$ cat config.mk
export PLATFORM = sky130hd
export DESIGN_NAME = rv_mem_stage
export DESIGN_NICKNAME = d
export VERILOG_FILES = /design/src/rtl/rv_pkg.sv /design/src/rtl/rv_lsu_align.sv /design/src/rtl/rv_mem_stage.sv
export SDC_FILE = /design/constraint.sdc
export NUM_CORES = 1
export LEC_CHECK = 0
export ABC_AREA = 1
export CAP_MARGIN = 10
export CELL_PAD_IN_SITES_DETAIL_PLACEMENT = 0
export CELL_PAD_IN_SITES_GLOBAL_PLACEMENT = 1
export CORE_ASPECT_RATIO = 1.2
export CORE_MARGIN = 2
export CORE_UTILIZATION = 31
export CTS_CLUSTER_SIZE = 28
export DETAILED_ROUTE_END_ITERATION = 10
export GPL_TIMING_DRIVEN = 0
export PLACE_DENSITY_LB_ADDON = 0.1
export SLEW_MARGIN = 0
export SYNTH_ARGS = -nofsm -noshare
export SYNTH_HDL_FRONTEND = slang
export SYNTH_SLANG_ARGS = --single-unit
$ cat constraint.sdc
create_clock -name i_clk -period 1.72 [get_ports i_clk]
set_input_delay 0.172 -clock i_clk [delete_from_list [all_inputs] [get_ports i_clk]]
set_output_delay 0.172 -clock i_clk [all_outputs]
set_load 0.03 [all_outputs]
$ cat src/rtl/rv_pkg.sv
// ----------------------------------------------------------------------------
// rv_pkg : shared RISC-V core types, result/width encodings, helpers
// Rev 1.0
// ----------------------------------------------------------------------------
`default_nettype none

package rv_pkg;

  localparam logic [1:0] RES_SRC_ALU = 2'b00;
  localparam logic [1:0] RES_SRC_MEM = 2'b01;
  localparam logic [1:0] RES_SRC_PC4 = 2'b10;

  localparam logic [2:0] LS_B  = 3'b000;
  localparam logic [2:0] LS_H  = 3'b001;
  localparam logic [2:0] LS_W  = 3'b010;
  localparam logic [2:0] LS_BU = 3'b100;
  localparam logic [2:0] LS_HU = 3'b101;

  typedef enum logic [0:0] {
    IDLE  = 1'b0,
    LDONE = 1'b1
  } mem_state_t;

  typedef struct packed {
    logic [31:0] alu_result;
    logic        reg_write;
    logic        mem_read;
    logic        mem_write;
    logic [4:0]  rd;
    logic [29:0] pc_p4;
    logic [1:0]  res_src;
    logic [2:0]  funct3;
    logic [31:0] rs2_val;
  } stage_t;

  function automatic logic [31:0] res_mux(
    input logic [1:0]  src,
    input logic [31:0] alu,
    input logic [31:0] mem,
    input logic [29:0] pc_p4
  );
    case (src)
      RES_SRC_ALU: res_mux = alu;
      RES_SRC_MEM: res_mux = mem;
      RES_SRC_PC4: res_mux = {pc_p4, 2'b00};
      default:     res_mux = '0;
    endcase
  endfunction

  // Stores have no unsigned variants, so only B/H/W are legal for them.
  function automatic logic ls_legal(input logic store, input logic [2:0] funct3);
    case (funct3)
      LS_B, LS_H, LS_W: ls_legal = 1'b1;
      LS_BU, LS_HU:     ls_legal = ~store;
      default:          ls_legal = 1'b0;
    endcase
  endfunction

endpackage

`default_nettype wire

$ cat src/rtl/rv_lsu_align.sv
// ----------------------------------------------------------------------------
// rv_lsu_align : byte-lane alignment for stores, extraction/extension for loads
// Rev 1.0
// ----------------------------------------------------------------------------
`default_nettype none

module rv_lsu_align
  import rv_pkg::*;
(
  input  logic [1:0]  i_addr,
  input  logic [2:0]  i_funct3,
  input  logic        i_store,
  input  logic [31:0] i_rs2,
  input  logic [31:0] i_rdata,
  output logic [3:0]  o_be,
  output logic [31:0] o_wdata,
  output logic [31:0] o_load_data,
  output logic        o_fault
);

  logic [31:0] w_shifted;

  assign w_shifted = i_rdata >> {i_addr, 3'b000};

  always_comb begin
    o_be    = '0;
    o_wdata = '0;
    o_fault = 1'b0;
    case (i_funct3[1:0])
      2'b00: begin
        o_be    = 4'b0001 << i_addr;
        o_wdata = {4{i_rs2[7:0]}};
      end
      2'b01: begin
        o_be    = 4'b0011 << {i_addr[1], 1'b0};
        o_wdata = {2{i_rs2[15:0]}};
        o_fault = i_addr[0];
      end
      2'b10: begin
        o_be    = 4'b1111;
        o_wdata = i_rs2;
        o_fault = |i_addr;
      end
      default: o_fault = 1'b1;
    endcase
    if (!ls_legal(i_store, i_funct3)) begin
      o_fault = 1'b1;
    end
  end

  always_comb begin
    o_load_data = '0;
    case (i_funct3)
      LS_B:    o_load_data = {{24{w_shifted[7]}}, w_shifted[7:0]};
      LS_H:    o_load_data = {{16{w_shifted[15]}}, w_shifted[15:0]};
      LS_W:    o_load_data = w_shifted;
      LS_BU:   o_load_data = {24'd0, w_shifted[7:0]};
      LS_HU:   o_load_data = {16'd0, w_shifted[15:0]};
      default: o_load_data = '0;
    endcase
  end

endmodule

`default_nettype wire

$ cat src/rtl/rv_mem_stage.sv
// ----------------------------------------------------------------------------
// rv_mem_stage : memory pipeline stage, req/ack data bus with wait-state stall
// Rev 1.0
// ----------------------------------------------------------------------------
`default_nettype none

module rv_mem_stage
  import rv_pkg::*;
(
  input  logic        i_clk,
  input  logic        i_reset,
  input  logic        i_flush,
  input  logic [31:0] i_alu_result,
  input  logic        i_reg_write,
  input  logic        i_mem_read,
  input  logic        i_mem_write,
  input  logic [4:0]  i_rd,
  input  logic [29:0] i_pc_p4,
  input  logic [1:0]  i_res_src,
  input  logic [2:0]  i_funct3,
  input  logic [31:0] i_rs2_val,
  output logic        o_dbus_req,
  output logic        o_dbus_we,
  output logic [29:0] o_dbus_addr,
  output logic [3:0]  o_dbus_be,
  output logic [31:0] o_dbus_wdata,
  input  logic        i_dbus_ack,
  input  logic [31:0] i_dbus_rdata,
  output logic [31:0] o_result,
  output logic [4:0]  o_rd,
  output logic        o_reg_write,
  output logic        o_mem_fault,
  output logic        o_stall
);

  stage_t      r_stage;
  stage_t      w_incoming;
  mem_state_t  r_state;
  mem_state_t  w_next_state;
  logic [31:0] r_load;

  logic        w_mem_op;
  logic        w_align_fault;
  logic [3:0]  w_be;
  logic [31:0] w_wdata;
  logic [31:0] w_load_data;
  logic        w_req;
  logic        w_stall;
  logic        w_fault;
  logic        w_reg_write;
  logic        w_load_capture;
  logic [31:0] w_result;

  assign w_incoming = '{
    alu_result: i_alu_result,
    reg_write:  i_reg_write,
    mem_read:   i_mem_read,
    mem_write:  i_mem_write,
    rd:         i_rd,
    pc_p4:      i_pc_p4,
    res_src:    i_res_src,
    funct3:     i_funct3,
    rs2_val:    i_rs2_val
  };

  assign w_mem_op = r_stage.mem_read | r_stage.mem_write;

  rv_lsu_align u_align (
    .i_addr      (r_stage.alu_result[1:0]),
    .i_funct3    (r_stage.funct3),
    .i_store     (r_stage.mem_write),
    .i_rs2       (r_stage.rs2_val),
    .i_rdata     (i_dbus_rdata),
    .o_be        (w_be),
    .o_wdata     (w_wdata),
    .o_load_data (w_load_data),
    .o_fault     (w_align_fault)
  );

  always_ff @(posedge i_clk) begin
    if (i_reset) begin
      r_state <= IDLE;
    end else begin
      r_state <= w_next_state;
    end
  end

  // Stall has priority over flush so a waiting access is never discarded.
  always_ff @(posedge i_clk) begin
    if (i_reset) begin
      r_stage <= '0;
      r_load  <= '0;
    end else begin
      if (w_load_capture) begin
        r_load <= w_load_data;
      end
      if (!w_stall) begin
        r_stage <= i_flush ? '0 : w_incoming;
      end
    end
  end

  always_comb begin
    w_next_state   = r_state;
    w_req          = 1'b0;
    w_stall        = 1'b0;
    w_fault        = 1'b0;
    w_reg_write    = 1'b0;
    w_load_capture = 1'b0;
    w_result       = res_mux(r_stage.res_src, r_stage.alu_result, r_load, r_stage.pc_p4);
    case (r_state)
      IDLE: begin
        if (!w_mem_op) begin
          w_reg_write = r_stage.reg_write;
        end else if (w_align_fault) begin
          w_fault = 1'b1;
        end else begin
          w_req = 1'b1;
          if (!i_dbus_ack) begin
            w_stall = 1'b1;
          end else if (r_stage.mem_write) begin
            w_reg_write = r_stage.reg_write;
          end else begin
            w_stall        = 1'b1;
            w_load_capture = 1'b1;
            w_next_state   = LDONE;
          end
        end
      end
      LDONE: begin
        w_result     = r_load;
        w_reg_write  = r_stage.reg_write;
        w_next_state = IDLE;
      end
      default: w_next_state = IDLE;
    endcase
  end

  // Bus fields are zeroed whenever no request is outstanding.
  assign o_dbus_req   = w_req;
  assign o_dbus_we    = w_req & r_stage.mem_write;
  assign o_dbus_addr  = w_req ? r_stage.alu_result[31:2] : '0;
  assign o_dbus_be    = w_req ? w_be : '0;
  assign o_dbus_wdata = (w_req & r_stage.mem_write) ? w_wdata : '0;

  assign o_result     = w_result;
  assign o_rd         = r_stage.rd;
  assign o_reg_write  = w_reg_write;
  assign o_mem_fault  = w_fault;
  assign o_stall      = w_stall;

endmodule

`default_nettype wire

==> results by group, run 1 <==
Clocking
  • Worst skew pair latency: between 400 and 500 ps
  • CTS tree: done
  • Clk buf depth: 2
  • Root Driver: clkbuf_16
  • Sink Count: between 100 and 150
  • Inserted Clock Buffers: 17
  • Clk slew on worst S/H paths: about 70 ps
  • H-tree levels: 4

Critical path
  • Crit path arrival time: about 1900 ps
  • Critical Path Sink Type: output pin
  • CP max FO: 10
  • Crit path launch type: flop
  • Critical path required time: approximately 1600 ps
  • Critical path class: reg -> out

Timing
  • Post-layout min period: 2070 ps
  • Max-slew violation count: 0
  • Max Fclk: 0.482 GHz
  • Period utilization: 121%
  • Final setup viols: 185
  • Slew of the pin with the lowest slew margin: about 1400 ps
  • Rel. slew slack: under 10%
  • Max Clock Skew: 11.5 ps
  • Setup TNS: -32790 ps
  • Final worst setup slack: -355 ps
  • RSZ-0062 raised after global routing: yes
  • Final hold viol count: 0

Placement
  • I/O Buffers: 249
  • Dpl hpwl: about 26 mm
  • Pre-CTS setup slack: -1170 ps
  • GP Congestion: a little over 0.9
  • Post-Place Cells: around 1.7k
  • Placement Cell Area: around 0.011 mm^2

Route
  • Remaining antenna violation count: 0
  • Drt wl/cell: 20.7 um
  • DRC violations left: 0
  • DR pass1 iterations: 5
  • DRT Wirelength: about 38 mm
  • Via/cell ratio: roughly 5.2
  • DRT iter0 DRCs: about 490
  • Via count: approximately 9.6k

Global routing
  • Global Route Usage Sum: approximately 29%
  • Initial antenna violation count: 0
  • First-pass GRT wire length: 54.7 mm
  • Grt ovf: 0
  • Largest net degree at the start of global routing: 17
  • Vias in the first global route: 9431

Yosys
  • Distinct cells, synth: 22
  • Syn Nets: roughly 1.3k
  • Area share of the largest cell type after synthesis: about two fifths
  • Post-synthesis register bit count: 140
  • Synthesized area: 0.00735 mm^2
  • Gate Count Post-Synth: between 1k and 1.5k
  • Syn_area_per_cell: roughly 6.3 um^2
  • Sequential-to-total area share from yosys stat: about two fifths
  • Ys Warns: 0
  • Ranking of synthesized cells by area: dfxtp_1 (38%), nand2_1 (16%), a21oi_1 (12%), nand3_1 (11%), nor2_1 (5.0%)
  • Largest area contributor in the netlist: dfxtp_1

Power
  • VDD IR-drop max: ~0.75 mV
  • Leak Pwr: 0.00558 uW
  • PwrDens: slightly above 700 mW/mm^2

Cells and area
  • Most common cell after layout, fill and taps aside: nand2_1
  • Area Growth Syn to Fin: 106%
  • Final core utilization: 65.1%
  • Antenna fix cells: 0
  • Layout Nets: roughly 1.6k
  • Most frequent cells in the layout: nand2_1 (271), clkdlybuf4s50_1 (142), dfxtp_1 (131), buf_6 (108), a21oi_2 (103)
  • Layout cells sized above 1: 46.4%
  • Post-route cell area: approximately 0.015 mm^2
  • Non-filler cells, final: between 1.5k and 2k
  • Fillers: around 2.0k

Min path
  • Hold crit path type: in -> reg

Run status
  • Failing checks: negative setup slack
  • Status: complete, but fails checks

Floorplan
  • Core area: about 0.023 mm^2
  • Row count: 61
  • Num ports: about 250
  • Initial Util: roughly a third
  • Die H: around 170 um
  • Die width: 145 um
  • Die area: approximately 0.025 mm^2

Flow run
  • Max Cap Violations: 0
cells in the mapped netlist (all sizes together):
cell,n
dfxtp,140
a21oi,171
or2,1
buf,45
inv,83
clkbuf,52
o21ai,53
nand3,160
nand2,324
nor3,1
a221oi,26
nor2,102
nand4,1
and2,1
sequential cells by signal (all words and copies together), names as in the netlist:
name and flops:
r_load 32, r_state 1, r_stage 102, o_rd 5
critical path, stage by stage (launching register included):
cell        delay, ps
dfxtp_4           410
clkinvlp_4        180
nor2_4            180
clkbuf_8          210
a21oi_1           100
o21ai_2           220
buf_6             170
layer usage:
layer	global-route usage (%)	wire length [um]	part of all wire, %	up-vias
li1	-	-	-	4536
met1	32.7	14400	38	4611
met2	51.1	19200	51	338
met3	6.26	2130	5.6	99
met4	15.3	2230	5.9	0
met5	0	0	0	-
path summary, 6_finish.rpt:
check,start,endpoint,slack [ps],depth (start not counted)
setup / recovery,r_stage[35],o_result[23],-350,6
hold / removal,i_rs2_val[7],r_stage[7],300,3
hold reg to reg,r_stage[42],r_stage[42],470,2
setup reg to reg,r_stage[32],r_stage[12],-120,11
metrics by stage:
step | power [uW] | hold WS, ps
global route | 11000 | 311
global placement | 5650 | 452
finish | 10700 | 304
CTS | 10200 | 292
floorplan | 4690 | 332
detailed placement | 5650 | 457
report_power, final:
group	leakage [uW]	switching, uW	total, uW	internal [uW]
registers	0.00115	165	3570	3410
logic	0.00416	1870	3480	1610
clock network	0.000273	1680	3620	1940
total	0.00558	3720	10700	6950
layout make-up:
| class | instances | area (um^2) | share of cell area [%] |
|---|---|---|---|
| repair buffers | 332 | 3820 | 25.3 |
| flip-flops and latches | 140 | 2830 | 18.7 |
| clock buffers | 18 | 439 | 2.91 |
| plain buffers | 90 | 868 | 5.75 |
| well taps | 315 | 394 | 2.61 |
| inverters | 83 | 354 | 2.34 |
| multi-input cells | 841 | 6280 | 41.5 |
| clock inverters | 14 | 125 | 0.828 |
repair_timing:
item / in CTS / in global routing
pin swaps: 90 / 100
setup buffers: 49 / 19
hold buffers: 0 / 0
gates cloned: 20 / 4
endpoints found under the hold margin: 0 / 0
setup endpoints to repair: 232 / 245
resized for setup: 1133 / 316
cells by family (layout without fill, tap and decap cells):
kind of cell           count (synthesis)  count (layout)  synth area share, %
and+or+nand+nor                      590             591                 33.4
AOI/OAI and AO/OA                    250             250                 18.3
buffers and inverters                180             537                 10.2
DFF                                  140             140                 38.1
No activity file was read; power rests on OpenSTA's default activity.
==> run 2, diff against run 1 <==
--- a/config.mk
+++ b/config.mk
@@ -12,7 +12,8 @@
 export CORE_ASPECT_RATIO = 1.2
 export CORE_MARGIN = 2
 export CORE_UTILIZATION = 31
-export CTS_CLUSTER_SIZE = 28
+export CTS_CLUSTER_DIAMETER = 100
+export CTS_CLUSTER_SIZE = 16
 export DETAILED_ROUTE_END_ITERATION = 10
 export GPL_TIMING_DRIVEN = 0
 export PLACE_DENSITY_LB_ADDON = 0.1
==> results of run 2 <==
Final layout, timing and power as in run 1 (identical DEF).
